`src/rtl/hazard_pkg.sv`:
```
// Shared types and constants for the Otter hazard control unit.
package hazard_pkg;

    typedef enum logic [1:0] {
        FWD_NONE = 2'b00,
        FWD_MEM  = 2'b01,
        FWD_WB   = 2'b10
    } fsel_t;

    localparam logic [6:0] OP_LOAD = 7'b0000011;

    // Width of a down-counter that must hold param-1, never narrower than 1 bit.
    function automatic int unsigned cnt_w(input int unsigned p);
        return $clog2((p > 2) ? p : 2);
    endfunction

endpackage

```
`src/rtl/hazard_scoreboard.sv`:
```
// Pending-destination scoreboard for the out-of-band multi-cycle unit (mul/div).
module hazard_scoreboard
    import hazard_pkg::*;
#(
    parameter int unsigned NREGS    = 32,
    parameter int unsigned MC_DEPTH = 2,
    localparam int unsigned REG_W   = $clog2(NREGS),
    localparam int unsigned CNT_W   = $clog2(MC_DEPTH + 1)
) (
    input  logic             i_clk,
    input  logic             i_rst,
    input  logic             i_mc_start,
    input  logic [REG_W-1:0] i_mc_start_rd,
    input  logic             i_mc_done,
    input  logic [REG_W-1:0] i_mc_done_rd,
    input  logic [REG_W-1:0] i_rs1,
    input  logic [REG_W-1:0] i_rs2,
    input  logic [REG_W-1:0] i_rd,
    output logic             o_rs1_pend,
    output logic             o_rs2_pend,
    output logic             o_rd_pend,
    output logic             o_busy
);

    logic [NREGS-1:0] r_pending;
    logic [NREGS-1:0] w_pending_nxt;
    logic [CNT_W-1:0] r_out_cnt;
    logic [CNT_W-1:0] w_out_cnt_nxt;
    logic             w_full;
    logic             w_empty;
    logic             w_start_ok;

    assign w_full  = (r_out_cnt == CNT_W'(MC_DEPTH));
    assign w_empty = (r_out_cnt == '0);

    // A start at the limit is only accepted when a done frees a slot that cycle.
    assign w_start_ok = i_mc_start & (~w_full | i_mc_done);

    always_comb begin
        w_out_cnt_nxt = r_out_cnt;
        unique case ({i_mc_start, i_mc_done})
            2'b10:   if (!w_full)  w_out_cnt_nxt = r_out_cnt + CNT_W'(1);
            2'b01:   if (!w_empty) w_out_cnt_nxt = r_out_cnt - CNT_W'(1);
            default: w_out_cnt_nxt = r_out_cnt;
        endcase
    end

    // Clear first so a same-register set in the same cycle wins.
    always_comb begin
        w_pending_nxt = r_pending;
        if (i_mc_done) begin
            w_pending_nxt[i_mc_done_rd] = 1'b0;
        end
        if (w_start_ok && (i_mc_start_rd != '0)) begin
            w_pending_nxt[i_mc_start_rd] = 1'b1;
        end
    end

    always_ff @(posedge i_clk or posedge i_rst) begin
        if (i_rst) begin
            r_pending <= '0;
            r_out_cnt <= '0;
        end else begin
            r_pending <= w_pending_nxt;
            r_out_cnt <= w_out_cnt_nxt;
        end
    end

    assign o_rs1_pend = r_pending[i_rs1];
    assign o_rs2_pend = r_pending[i_rs2];
    assign o_rd_pend  = r_pending[i_rd];
    assign o_busy     = w_full;

endmodule

```
`src/rtl/hazard_ctrl.sv`:
```
// Otter hazard control: MEM/WB forwarding selects, multi-cycle load-use stall,
// multi-cycle redirect flush and multi-cycle-unit scoreboard interlock.
module hazard_ctrl
    import hazard_pkg::*;
#(
    parameter int unsigned NREGS        = 32,
    parameter int unsigned LOAD_STALL   = 1,
    parameter int unsigned FLUSH_CYCLES = 1,
    parameter int unsigned MC_DEPTH     = 2,
    localparam int unsigned REG_W       = $clog2(NREGS)
) (
    input  logic             CLK,
    input  logic             RST,
    input  logic [6:0]       opcode,
    input  logic [REG_W-1:0] DEC_rs1,
    input  logic [REG_W-1:0] DEC_rs2,
    input  logic [REG_W-1:0] DEC_rd,
    input  logic             DEC_rs1_used,
    input  logic             DEC_rs2_used,
    input  logic             DEC_rd_used,
    input  logic             DEC_mc,
    input  logic [REG_W-1:0] EX_rs1,
    input  logic [REG_W-1:0] EX_rs2,
    input  logic [REG_W-1:0] EX_rd,
    input  logic             EX_rs1_used,
    input  logic             EX_rs2_used,
    input  logic [REG_W-1:0] MEM_rd,
    input  logic [REG_W-1:0] WB_rd,
    input  logic             MEM_REGWE,
    input  logic             WB_REGWE,
    input  logic [1:0]       PC_src,
    input  logic             mc_start,
    input  logic [REG_W-1:0] mc_start_rd,
    input  logic             mc_done,
    input  logic [REG_W-1:0] mc_done_rd,
    output logic [1:0]       fsel1,
    output logic [1:0]       fsel2,
    output logic             STALL,
    output logic             FLUSH,
    output logic             mc_busy
);

    localparam int unsigned LD_W = cnt_w(LOAD_STALL);
    localparam int unsigned FL_W = cnt_w(FLUSH_CYCLES);
    localparam logic [LD_W-1:0] LD_INIT = LD_W'(LOAD_STALL - 1);
    localparam logic [FL_W-1:0] FL_INIT = FL_W'(FLUSH_CYCLES - 1);

    function automatic fsel_t fwd_sel(
        input logic [REG_W-1:0] rs,
        input logic             used,
        input logic [REG_W-1:0] mem_rd,
        input logic             mem_we,
        input logic [REG_W-1:0] wb_rd,
        input logic             wb_we
    );
        if (mem_we && used && (mem_rd == rs) && (mem_rd != '0)) begin
            return FWD_MEM;
        end else if (wb_we && used && (wb_rd == rs) && (wb_rd != '0)) begin
            return FWD_WB;
        end
        return FWD_NONE;
    endfunction

    fsel_t           w_fsel1;
    fsel_t           w_fsel2;
    logic            w_ld_hit;
    logic            w_redirect;
    logic            w_flush;
    logic            w_stall;
    logic            w_sb_hit;
    logic            w_rs1_pend;
    logic            w_rs2_pend;
    logic            w_rd_pend;
    logic            w_busy;
    logic [LD_W-1:0] r_ld_cnt;
    logic [LD_W-1:0] w_ld_cnt_nxt;
    logic [FL_W-1:0] r_fl_cnt;
    logic [FL_W-1:0] w_fl_cnt_nxt;

    assign w_fsel1 = fwd_sel(EX_rs1, EX_rs1_used, MEM_rd, MEM_REGWE, WB_rd, WB_REGWE);
    assign w_fsel2 = fwd_sel(EX_rs2, EX_rs2_used, MEM_rd, MEM_REGWE, WB_rd, WB_REGWE);

    assign w_ld_hit = (opcode == OP_LOAD) && (EX_rd != '0) &&
                      ((DEC_rs1_used && (DEC_rs1 == EX_rd)) ||
                       (DEC_rs2_used && (DEC_rs2 == EX_rd)));

    assign w_redirect = (PC_src != 2'b00);

    hazard_scoreboard #(
        .NREGS    (NREGS),
        .MC_DEPTH (MC_DEPTH)
    ) u_scoreboard (
        .i_clk         (CLK),
        .i_rst         (RST),
        .i_mc_start    (mc_start),
        .i_mc_start_rd (mc_start_rd),
        .i_mc_done     (mc_done),
        .i_mc_done_rd  (mc_done_rd),
        .i_rs1         (DEC_rs1),
        .i_rs2         (DEC_rs2),
        .i_rd          (DEC_rd),
        .o_rs1_pend    (w_rs1_pend),
        .o_rs2_pend    (w_rs2_pend),
        .o_rd_pend     (w_rd_pend),
        .o_busy        (w_busy)
    );

    assign w_sb_hit = (DEC_rs1_used & w_rs1_pend) | (DEC_rs2_used & w_rs2_pend) |
                      (DEC_rd_used & w_rd_pend) | (DEC_mc & w_busy);

    always_comb begin
        w_ld_cnt_nxt = r_ld_cnt;
        if (w_redirect) begin
            w_ld_cnt_nxt = '0;
        end else if (r_ld_cnt != '0) begin
            w_ld_cnt_nxt = r_ld_cnt - LD_W'(1);
        end else if (w_ld_hit) begin
            w_ld_cnt_nxt = LD_INIT;
        end
    end

    // A redirect while a flush is still draining restarts the full window.
    always_comb begin
        w_fl_cnt_nxt = r_fl_cnt;
        if (w_redirect) begin
            w_fl_cnt_nxt = FL_INIT;
        end else if (r_fl_cnt != '0) begin
            w_fl_cnt_nxt = r_fl_cnt - FL_W'(1);
        end
    end

    always_ff @(posedge CLK or posedge RST) begin
        if (RST) begin
            r_ld_cnt <= '0;
            r_fl_cnt <= '0;
        end else begin
            r_ld_cnt <= w_ld_cnt_nxt;
            r_fl_cnt <= w_fl_cnt_nxt;
        end
    end

    assign w_flush = w_redirect | (r_fl_cnt != '0);
    assign w_stall = (w_ld_hit | (r_ld_cnt != '0) | w_sb_hit) & ~w_flush;

    // Outputs are forced quiet for the whole reset window, not just after the edge.
    assign fsel1   = RST ? FWD_NONE : w_fsel1;
    assign fsel2   = RST ? FWD_NONE : w_fsel2;
    assign STALL   = ~RST & w_stall;
    assign FLUSH   = ~RST & w_flush;
    assign mc_busy = ~RST & w_busy;

endmodule

```
`config.mk`:
```
export PLATFORM = sky130hd
export DESIGN_NAME = hazard_ctrl
export DESIGN_NICKNAME = d
export VERILOG_FILES = /design/src/rtl/hazard_pkg.sv /design/src/rtl/hazard_scoreboard.sv /design/src/rtl/hazard_ctrl.sv
export SDC_FILE = /design/constraint.sdc
export NUM_CORES = 1
export LEC_CHECK = 0
export CAP_MARGIN = 0
export CORE_ASPECT_RATIO = 1.1
export CORE_MARGIN = 5
export CORE_UTILIZATION = 45
export DETAILED_ROUTE_END_ITERATION = 8
export PLACE_DENSITY_LB_ADDON = 0.1
export SLEW_MARGIN = 15
export SYNTH_ARGS = -nofsm -noshare
export SYNTH_HDL_FRONTEND = slang
export SYNTH_HIERARCHICAL = 1
export SYNTH_SLANG_ARGS = --single-unit
```
`constraint.sdc`:
```
create_clock -name CLK -period 2.3 [get_ports CLK]
set_input_delay 0.46 -clock CLK [delete_from_list [all_inputs] [get_ports CLK]]
set_output_delay 0.46 -clock CLK [all_outputs]
set_load 0.05 [all_outputs]
```
==> results of run 1 <==
logic make-up (layout without fill, tap and decap cells):
kind of cell              count (synthesis)  in the layout  share of synthesized area (%)
DFF                                      34             34                           29.2
xor gates and xnor gates                 30             30                           9.03
buffers and inverters                    10            149                           3.87
AOI/OAI and AO/OA                       102            102                           20.2
and+or+nand+nor                         107            107                           21.1
muxes                                    48             48                           16.5
synth_stat cells, types with 4 or more instances:
| master | n |
|---|---|
| nand3b_1 | 8 |
| mux2i_1 | 48 |
| nor4_1 | 7 |
| xnor2_1 | 6 |
| nor3_1 | 6 |
| dfrtp_1 | 34 |
| a21oi_1 | 12 |
| a22oi_1 | 12 |
| a211oi_1 | 4 |
| nor2_1 | 12 |
| nand3_1 | 15 |
| nand4b_1 | 4 |
| nand2b_1 | 4 |
| o21ai_0 | 65 |
| or3b_2 | 4 |
| nand2_1 | 20 |
| nor2b_1 | 6 |
| and2b_1 | 4 |
| xor2_1 | 24 |
layer usage:
metal	GRT usage, %	up-vias	wire, um
li1	-	1518	-
met1	31.1	1542	4220
met2	43.2	169	5060
met3	4.74	20	962
met4	7.27	0	169
met5	0	-	0
timing repair:
item | in CTS | in global routing
gates resized for setup | 103 | 18
gates cloned | 3 | 0
endpoints found under the hold margin | 0 | 0
buffers inserted | 5 | 2
endpoints found under the setup margin | 5 | 5
pin swaps | 32 | 17
power breakdown:
| part | internal [mW] | switching [mW] | leakage [nW] |
|---|---|---|---|
| clock | 0.240 | 0.216 | 0.0472 |
| combinational | 0.510 | 0.444 | 1.47 |
| sequential | 0.739 | 0.180 | 0.420 |
| total | 1.49 | 0.840 | 1.94 |
cell type report:
type / instances / area (um^2) / area share, %
tap: 80 / 100 / 2.22
sequential: 34 / 852 / 18.9
multi-input combinational: 287 / 2080 / 46.0
clock inverter: 2 / 12.5 / 0.277
inverter: 1 / 3.75 / 0.0832
timing repair buffer: 140 / 1380 / 30.7
clock buffer: 6 / 82.6 / 1.83
worst register-to-register path: cells and delay by family, from the launching register on:
kind	cells	cell delay, ns
flops	1	0.42
simple gates	3	0.68
compound gates	1	0.34
buf+inv	1	0.17
sequential cells by signal (all words and copies together), names as in the netlist:
signal / flops
u_scoreboard/r_out_cnt: 2
u_scoreboard/r_pending: 32
worst max path at each step:
| stage | start | to | slack [ns] | cells after the start |
|---|---|---|---|---|
| after CTS | DEC_rs1[1] | STALL | -0.41 | 12 |
| final | u_scoreboard/r_pending[11] | STALL | -0.47 | 10 |
| after global routing | u_scoreboard/r_pending[11] | STALL | -0.58 | 10 |
| after floorplan | DEC_rs1[1] | STALL | -0.19 | 11 |
| after detailed placement | DEC_rs1[1] | STALL | -0.90 | 12 |
| after global placement | DEC_rs1[1] | STALL | -0.88 | 12 |
per-stage QoR:
stage | setup WS, ns | area (um^2) | util, % | setup TNS (ns) | power (mW)
floorplan | -0.190 | 2950 | - | -0.267 | 1.31
global placement | -0.880 | 4230 | 68.0 | -1.82 | 1.76
detailed placement | -0.900 | 4230 | 68.0 | -1.88 | 1.79
CTS | -0.408 | 4470 | 71.8 | -0.408 | 2.28
global route | -0.583 | 4510 | 72.4 | -0.676 | 2.46
finish | -0.467 | 4510 | 72.4 | -0.467 | 2.33
==> flow_summary.html, run 1 <==
<table>
<tr><th>Metric</th><th>Value</th></tr>
<tr><th colspan="2">Run status</th></tr>
<tr><td>Status</td><td>finished with violations</td></tr>
<tr><td>Failing checks</td><td>negative setup slack</td></tr>
<tr><th colspan="2">Timing</th></tr>
<tr><td>Number of endpoints with negative hold slack in the final report</td><td>0</td></tr>
<tr><td>Maximum clock rate</td><td>~360 MHz</td></tr>
<tr><td>RSZ-0062 raised after global routing</td><td>yes</td></tr>
<tr><td>Post-route clock period utilization</td><td>120%</td></tr>
<tr><td>Min cycle time layout</td><td>between 2 and 3 ns</td></tr>
<tr><td>Worst clock skew</td><td>0.00729 ns</td></tr>
<tr><td>Max-slew headroom</td><td>between 70% and 80%</td></tr>
<tr><td>Tightest Pin Transition</td><td>about 0.42 ns</td></tr>
<tr><td>Final slew viol count</td><td>0</td></tr>
<tr><td>Hold Slack</td><td>roughly 0.60 ns</td></tr>
<tr><td>Post-layout worst setup margin</td><td>-0.467 ns</td></tr>
<tr><td>Number of failing setup endpoints in the final timing report</td><td>1</td></tr>
<tr><th colspan="2">Detailed routing</th></tr>
<tr><td>Iteration-0 DRC Markers</td><td>between 200 and 250</td></tr>
<tr><td>Average via count per standard cell</td><td>about 5.9</td></tr>
<tr><td>Average wire length per cell after detail routing</td><td>18.9 um</td></tr>
<tr><td>Number of vias in the routed layout</td><td>between 3000 and 4000</td></tr>
<tr><td>Antenna violation net count after detailed routing</td><td>0</td></tr>
<tr><td>Detailed Routing Iterations Pass 1</td><td>5</td></tr>
<tr><td>DRC viols</td><td>0</td></tr>
<tr><td>Total detailed-routing wirelength</td><td>10400 um</td></tr>
<tr><th colspan="2">Clocking</th></tr>
<tr><td>Clock sink count</td><td>34</td></tr>
<tr><td>Number of H-tree levels</td><td>2</td></tr>
<tr><td>Number of hold buffers added after cts</td><td>0</td></tr>
<tr><td>Clock latency reported for the late side of the worst-skew pair</td><td>0.29 ns</td></tr>
<tr><td>Buffer levels on the longest clock path</td><td>2</td></tr>
<tr><td>Clock edge transition at the registers on the reported setup and hold paths</td><td>0.07 ns</td></tr>
<tr><td>CTS tree</td><td>built</td></tr>
<tr><td>Clock buffers created by TritonCTS</td><td>5</td></tr>
<tr><td>CTS Root Buffer Type</td><td>clkbuf_8</td></tr>
<tr><th colspan="2">Min path</th></tr>
<tr><td>Cells on Worst Hold Path</td><td>1</td></tr>
<tr><td>Worst hold path startpoint</td><td>u_scoreboard/r_pending[0]</td></tr>
<tr><td>Endpoint of the worst hold-timing path</td><td>u_scoreboard/r_pending[0]</td></tr>
<tr><td>Tightest Hold Check Type</td><td>register to register</td></tr>
<tr><th colspan="2">Worst setup path</th></tr>
<tr><td>Cell Chain, Critical Path</td><td>mux2i_2 -&gt; a22oi_2 -&gt; nand3_1 -&gt; nand2_1 -&gt; a311o_1 -&gt; a22o_1 -&gt; a221oi_2 -&gt; or4_4 -&gt; o21ai_4 -&gt; buf_12</td></tr>
<tr><td>Number of cells on the worst reg-to-reg path</td><td>5</td></tr>
<tr><td>Slowest Stage Delay on Critical Path</td><td>0.44 ns</td></tr>
<tr><td>CP endpoint kind</td><td>output port</td></tr>
<tr><td>Register-to-Register Setup Slack</td><td>around 0.61 ns</td></tr>
<tr><td>Critical path's slowest cell</td><td>dfrtp_1</td></tr>
<tr><td>Family with the most delay on the worst path</td><td>compound AO/OA/AOI/OAI gates</td></tr>
<tr><td>Critical Setup Path Class</td><td>register to output port</td></tr>
<tr><td>Number of buffers and inverters on the critical path</td><td>1</td></tr>
<tr><td>Critical path required time</td><td>between 1.5 and 2 ns</td></tr>
<tr><td>Critical Path AT</td><td>2.31 ns</td></tr>
<tr><td>Maximum fanout along the worst path</td><td>4</td></tr>
<tr><td>Launch point of the worst reg-to-reg path</td><td>u_scoreboard/r_out_cnt[1]</td></tr>
<tr><td>CP Launch Type</td><td>register</td></tr>
<tr><td>FF-to-FF End</td><td>u_scoreboard/r_pending[26]</td></tr>
<tr><th colspan="2">Floorplan</th></tr>
<tr><td>Boundary Pins</td><td>78</td></tr>
<tr><td>Area of the core</td><td>between 6000 and 7000 um^2</td></tr>
<tr><td>Die footprint</td><td>around 8200 um^2</td></tr>
<tr><td>Die width</td><td>approximately 87 um</td></tr>
<tr><td>Starting utilization of the core area</td><td>46.7%</td></tr>
<tr><td>Row count</td><td>30</td></tr>
<tr><td>Die span in y</td><td>94.3 um</td></tr>
<tr><th colspan="2">Yosys</th></tr>
<tr><td>Mean post-synth cell area</td><td>just under 9 um^2</td></tr>
<tr><td>Post-Syn Area</td><td>2910 um^2</td></tr>
<tr><td>Share of flip-flops with an asynchronous set or reset after synthesis</td><td>100%</td></tr>
<tr><td>Number of enable-type register cells in the synthesized netlist</td><td>0</td></tr>
<tr><td>Mapped Nets</td><td>around 400</td></tr>
<tr><td>Area fraction of the dominant cell type after synthesis</td><td>between 20% and 30%</td></tr>
<tr><td>Synth warn</td><td>6</td></tr>
<tr><td>Number of storage elements in the synthesis netlist</td><td>34</td></tr>
<tr><td>Cell accounting for the most synthesized area</td><td>dfrtp_1</td></tr>
<tr><td>Number of distinct standard cells referenced by the synthesized netlist</td><td>40</td></tr>
<tr><td>Cell types with the largest area share after synthesis</td><td>dfrtp_1 29%, mux2i_1 17%, o21ai_0 11%</td></tr>
<tr><td>Main synth FF type</td><td>dfrtp_1</td></tr>
<tr><td>Instance count of the mapped netlist</td><td>between 300 and 400</td></tr>
<tr><td>Post-synthesis sequential area ratio</td><td>roughly 29%</td></tr>
<tr><th colspan="2">Placed design</th></tr>
<tr><td>Number of input and output port buffers inserted</td><td>77</td></tr>
<tr><td>Routability congestion estimate</td><td>about 0.88</td></tr>
<tr><td>Post-detailed-placement half-perimeter wirelength</td><td>a little under 8000 um</td></tr>
<tr><td>Total placed cells including tap cells</td><td>roughly 530</td></tr>
<tr><th colspan="2">Flow run</th></tr>
<tr><td>Maximum capacitance violations</td><td>0</td></tr>
<tr><th colspan="2">Cells and area</th></tr>
<tr><td>Fill cell count</td><td>a little over 500</td></tr>
<tr><td>Diode count</td><td>0</td></tr>
<tr><td>Number of nets in the final layout</td><td>between 500 and 600</td></tr>
<tr><td>Layout overhead on the synthesized area</td><td>55.1%</td></tr>
<tr><td>Commonest non-fill, non-tap cell in the layout</td><td>o21ai_0</td></tr>
<tr><td>Share of final-layout standard cells stronger than drive strength 1</td><td>a little over a quarter</td></tr>
<tr><td>Most frequent cells in the layout</td><td>64 x o21ai_0, 53 x buf_4, 47 x mux2i_1</td></tr>
<tr><td>Non-filler instance count after layout</td><td>550</td></tr>
<tr><th colspan="2">GRT</th></tr>
<tr><td>GRT Overall Usage</td><td>about a quarter</td></tr>
<tr><td>Maximum number of pins on one net before global-route repair</td><td>35</td></tr>
<tr><td>Via count of the first global-routing pass</td><td>between 3000 and 4000</td></tr>
<tr><td>Number of antenna violations at the first check in global routing</td><td>0</td></tr>
<tr><td>Residual overflow from global routing</td><td>0</td></tr>
<tr><td>Wire length of the first global-routing pass</td><td>between 15000 and 20000 um</td></tr>
<tr><th colspan="2">Pwr</th></tr>
<tr><td>Cell leakage power</td><td>1.94 nW</td></tr>
<tr><td>Cell Pwr Density</td><td>~520 nW/um^2</td></tr>
<tr><td>VDD IR-drop max</td><td>about 470 uV</td></tr>
</table>
(Power assumes the default switching activity.)
==> inputs of run 2 (changes only) <==
--- a/config.mk
+++ b/config.mk
@@ -8,7 +8,7 @@
 export CAP_MARGIN = 0
 export CORE_ASPECT_RATIO = 1.1
 export CORE_MARGIN = 5
-export CORE_UTILIZATION = 45
+export CORE_UTILIZATION = 30
 export DETAILED_ROUTE_END_ITERATION = 8
 export PLACE_DENSITY_LB_ADDON = 0.1
 export SLEW_MARGIN = 15
==> constraint.sdc (replaced) <==
create_clock -name CLK -period 2.3 [get_ports CLK]
set_input_delay 0.46 -clock CLK [delete_from_list [all_inputs] [get_ports CLK]]
set_output_delay 0.46 -clock CLK [all_outputs]
set_load 0.005 [all_outputs]
==> flow_summary.html, run 2 (same netlist as run 1, synthesis figures left out) <==
<table>
<tr><th>Metric</th><th>Value</th></tr>
<tr><th colspan="2">Run status</th></tr>
<tr><td>Status</td><td>finished with violations</td></tr>
<tr><td>Failing checks</td><td>negative setup slack</td></tr>
<tr><th colspan="2">Cells and area</th></tr>
<tr><td>Most frequent cells in the layout</td><td>64 x o21ai_0, 62 x buf_4, 45 x mux2i_1</td></tr>
<tr><td>Largest registers in the final layout</td><td>u_scoreboard/r_pending: 32 flops, u_scoreboard/r_out_cnt: 2 flops</td></tr>
<tr><td>Share of the core filled with cells</td><td>47.3%</td></tr>
<tr><td>Non-filler instance count after layout</td><td>approximately 590</td></tr>
<tr><td>Share of final-layout standard cells stronger than drive strength 1</td><td>27.6%</td></tr>
<tr><td>Register with the most flip-flops</td><td>u_scoreboard/r_pending</td></tr>
<tr><td>Fill cell count</td><td>about 930</td></tr>
<tr><td>Storage element area</td><td>between 800 and 900 um^2</td></tr>
<tr><td>Area taken by multi-input logic gates</td><td>between 2000 and 2500 um^2</td></tr>
<tr><td>Number of flip-flops under the largest register name</td><td>32</td></tr>
<tr><td>Commonest non-fill, non-tap cell in the layout</td><td>o21ai_0</td></tr>
<tr><td>Diode count</td><td>0</td></tr>
<tr><td>Layout overhead on the synthesized area</td><td>52.9%</td></tr>
<tr><td>Number of nets in the final layout</td><td>around 550</td></tr>
<tr><th colspan="2">Detailed routing</th></tr>
<tr><td>Average via count per standard cell</td><td>roughly 5.2</td></tr>
<tr><td>DRC viols</td><td>0</td></tr>
<tr><td>Total detailed-routing wirelength</td><td>about 10000 um</td></tr>
<tr><td>Number of vias in the routed layout</td><td>around 3100</td></tr>
<tr><td>Detailed Routing Iterations Pass 1</td><td>4</td></tr>
<tr><td>Iteration-0 DRC Markers</td><td>151</td></tr>
<tr><td>Antenna violation net count after detailed routing</td><td>0</td></tr>
<tr><td>Average wire length per cell after detail routing</td><td>between 15 and 20 um</td></tr>
<tr><th colspan="2">Worst setup path</th></tr>
<tr><td>Register-to-Register Setup Slack</td><td>~0.76 ns</td></tr>
<tr><td>CP endpoint kind</td><td>output port</td></tr>
<tr><td>Launch point of the worst reg-to-reg path</td><td>u_scoreboard/r_out_cnt[1]</td></tr>
<tr><td>CP Launch Type</td><td>primary input</td></tr>
<tr><td>Number of cells on the worst reg-to-reg path</td><td>5</td></tr>
<tr><td>FF-to-FF End</td><td>u_scoreboard/r_pending[28]</td></tr>
<tr><td>Critical Setup Path Class</td><td>primary input to output port</td></tr>
<tr><td>Critical path required time</td><td>approximately 1.8 ns</td></tr>
<tr><td>Critical Path AT</td><td>about 2.3 ns</td></tr>
<tr><td>Maximum fanout along the worst path</td><td>6</td></tr>
<tr><th colspan="2">Pwr</th></tr>
<tr><td>Internal Pwr Total</td><td>approximately 1.5 mW</td></tr>
<tr><td>VDD IR-drop max</td><td>284 uV</td></tr>
<tr><td>Reg power frac</td><td>42.3%</td></tr>
<tr><td>Relative contribution of the clock network to total power</td><td>slightly below 20%</td></tr>
<tr><td>Total chip power</td><td>between 2 and 2.5 mW</td></tr>
<tr><td>Switching Fraction</td><td>~36%</td></tr>
<tr><td>Combinational cell fraction of total power</td><td>38.1%</td></tr>
<tr><td>Cell leakage power</td><td>1.92 nW</td></tr>
<tr><td>Power dissipated by switching net loads</td><td>approximately 0.83 mW</td></tr>
<tr><td>Cell Pwr Density</td><td>about 510 nW/um^2</td></tr>
<tr><th colspan="2">Min path</th></tr>
<tr><td>Endpoint of the worst hold-timing path</td><td>u_scoreboard/r_pending[22]</td></tr>
<tr><td>Cells on Worst Hold Path</td><td>2</td></tr>
<tr><td>Tightest Hold Check Type</td><td>register to register</td></tr>
<tr><td>Worst hold path startpoint</td><td>u_scoreboard/r_pending[22]</td></tr>
<tr><th colspan="2">Timing</th></tr>
<tr><td>Max-slew headroom</td><td>between 70 and 80%</td></tr>
<tr><td>Maximum clock rate</td><td>around 370 MHz</td></tr>
<tr><td>Post-route clock period utilization</td><td>118%</td></tr>
<tr><td>Final slew viol count</td><td>0</td></tr>
<tr><td>Post-layout worst setup margin</td><td>-0.416 ns</td></tr>
<tr><td>Worst clock skew</td><td>~0.0015 ns</td></tr>
<tr><td>Number of endpoints with negative hold slack in the final report</td><td>0</td></tr>
<tr><td>Tightest Pin Transition</td><td>~0.42 ns</td></tr>
<tr><td>Number of failing setup endpoints in the final timing report</td><td>1</td></tr>
<tr><td>Setup TNS</td><td>-0.416 ns</td></tr>
<tr><td>RSZ-0062 raised after global routing</td><td>yes</td></tr>
<tr><td>Min cycle time layout</td><td>2.72 ns</td></tr>
<tr><th colspan="2">GRT</th></tr>
<tr><td>Residual overflow from global routing</td><td>0</td></tr>
<tr><td>Via count of the first global-routing pass</td><td>between 3000 and 4000</td></tr>
<tr><td>Maximum number of pins on one net before global-route repair</td><td>35</td></tr>
<tr><td>Number of antenna violations at the first check in global routing</td><td>0</td></tr>
<tr><td>GRT Overall Usage</td><td>roughly 17%</td></tr>
<tr><td>Wire length of the first global-routing pass</td><td>roughly 17000 um</td></tr>
<tr><th colspan="2">Clocking</th></tr>
<tr><td>Number of hold buffers added after cts</td><td>0</td></tr>
<tr><td>CTS tree</td><td>built</td></tr>
<tr><td>Buffer levels on the longest clock path</td><td>2</td></tr>
<tr><td>Clock latency reported for the late side of the worst-skew pair</td><td>about 0.28 ns</td></tr>
<tr><td>Number of H-tree levels</td><td>2</td></tr>
<tr><td>Clock buffers created by TritonCTS</td><td>5</td></tr>
<tr><td>Clock sink count</td><td>34</td></tr>
<tr><td>CTS Root Buffer Type</td><td>clkbuf_8</td></tr>
<tr><td>Clock edge transition at the registers on the reported setup and hold paths</td><td>0.07 ns</td></tr>
<tr><th colspan="2">Floorplan</th></tr>
<tr><td>Starting utilization of the core area</td><td>between 30% and 40%</td></tr>
<tr><td>Row count</td><td>37</td></tr>
<tr><td>Die footprint</td><td>~12000 um^2</td></tr>
<tr><td>Die span in y</td><td>between 100 and 150 um</td></tr>
<tr><td>Area of the core</td><td>roughly 9400 um^2</td></tr>
<tr><td>Boundary Pins</td><td>slightly below 80</td></tr>
<tr><td>Die width</td><td>104 um</td></tr>
<tr><th colspan="2">Placed design</th></tr>
<tr><td>Routability congestion estimate</td><td>~0.9</td></tr>
<tr><td>Number of input and output port buffers inserted</td><td>a little under 80</td></tr>
<tr><td>Post-detailed-placement half-perimeter wirelength</td><td>around 8000 um</td></tr>
<tr><td>Total placed cells including tap cells</td><td>about 580</td></tr>
<tr><td>Setup Slack @ Placement</td><td>-1.22 ns</td></tr>
<tr><th colspan="2">Flow run</th></tr>
<tr><td>Maximum capacitance violations</td><td>0</td></tr>
</table>
[run 2: what timing repair did]
item / in CTS / in global routing
pin swaps: 23 / 28
buffers inserted: 5 / 0
resized for setup: 101 / 27
cloned: 1 / 0
endpoints found under the setup margin: 5 / 5
[run 2: power by group through the flow]
stage | registers, mW | logic (mW) | clock network [mW]
4_1_cts | 0.952 | 0.863 | 0.455
3_3_place_gp | 0.964 | 0.825 | 0
3_5_place_dp | 0.956 | 0.831 | 0
6_report | 0.967 | 0.871 | 0.447
5_1_grt | 0.978 | 0.966 | 0.477
2_1_floorplan | 0.847 | 0.446 | 0
[run 2: through the flow]
stage          hold slack, ns  instance area [um^2]
2_1_floorplan           0.500                  2920
3_3_place_gp            0.573                  4240
3_5_place_dp            0.578                  4240
4_1_cts                 0.595                  4450
5_1_grt                 0.629                  4450
6_report                0.593                  4450
[run 2: critical path, cell delays in order]
cell      delay, ns
buf_2          0.16
buf_6          0.13
mux2i_1        0.13
a22oi_2        0.13
nand4b_1       0.12
a21oi_1        0.14
a311o_1        0.23
a221oi_2       0.08
or4_1          0.47
o21ai_1        0.08
buf_2          0.12
[run 2: cell type report]
type | instances | share of cell area, %
clock buffer | 7 | 1.94
sequential | 34 | 19.2
clock inverter | 1 | 0.113
tap | 117 | 3.29
timing repair buffer | 145 | 28.4
multi-input combinational | 287 | 47.0
inverter | 1 | 0.0844
[run 2: worst max path at each step]
stage                          start     to  slack, ns
final                      DEC_rd[1]  STALL      -0.42
after global routing      DEC_rs1[1]  STALL      -0.51
after detailed placement  DEC_rs2[1]  STALL      -1.22
after floorplan           DEC_rs1[1]  STALL      -0.06
after CTS                  DEC_rd[1]  STALL      -0.41
after global placement    DEC_rs1[2]  STALL      -1.22
[run 2: per-layer routing]
metal,up-vias,part of all wire (%),GRT usage (%)
met4,0,2.1,6.30
met2,90,49,28.7
li1,1538,-,-
met1,1459,44,22.5
met3,16,4.9,3.14
met5,-,0,0
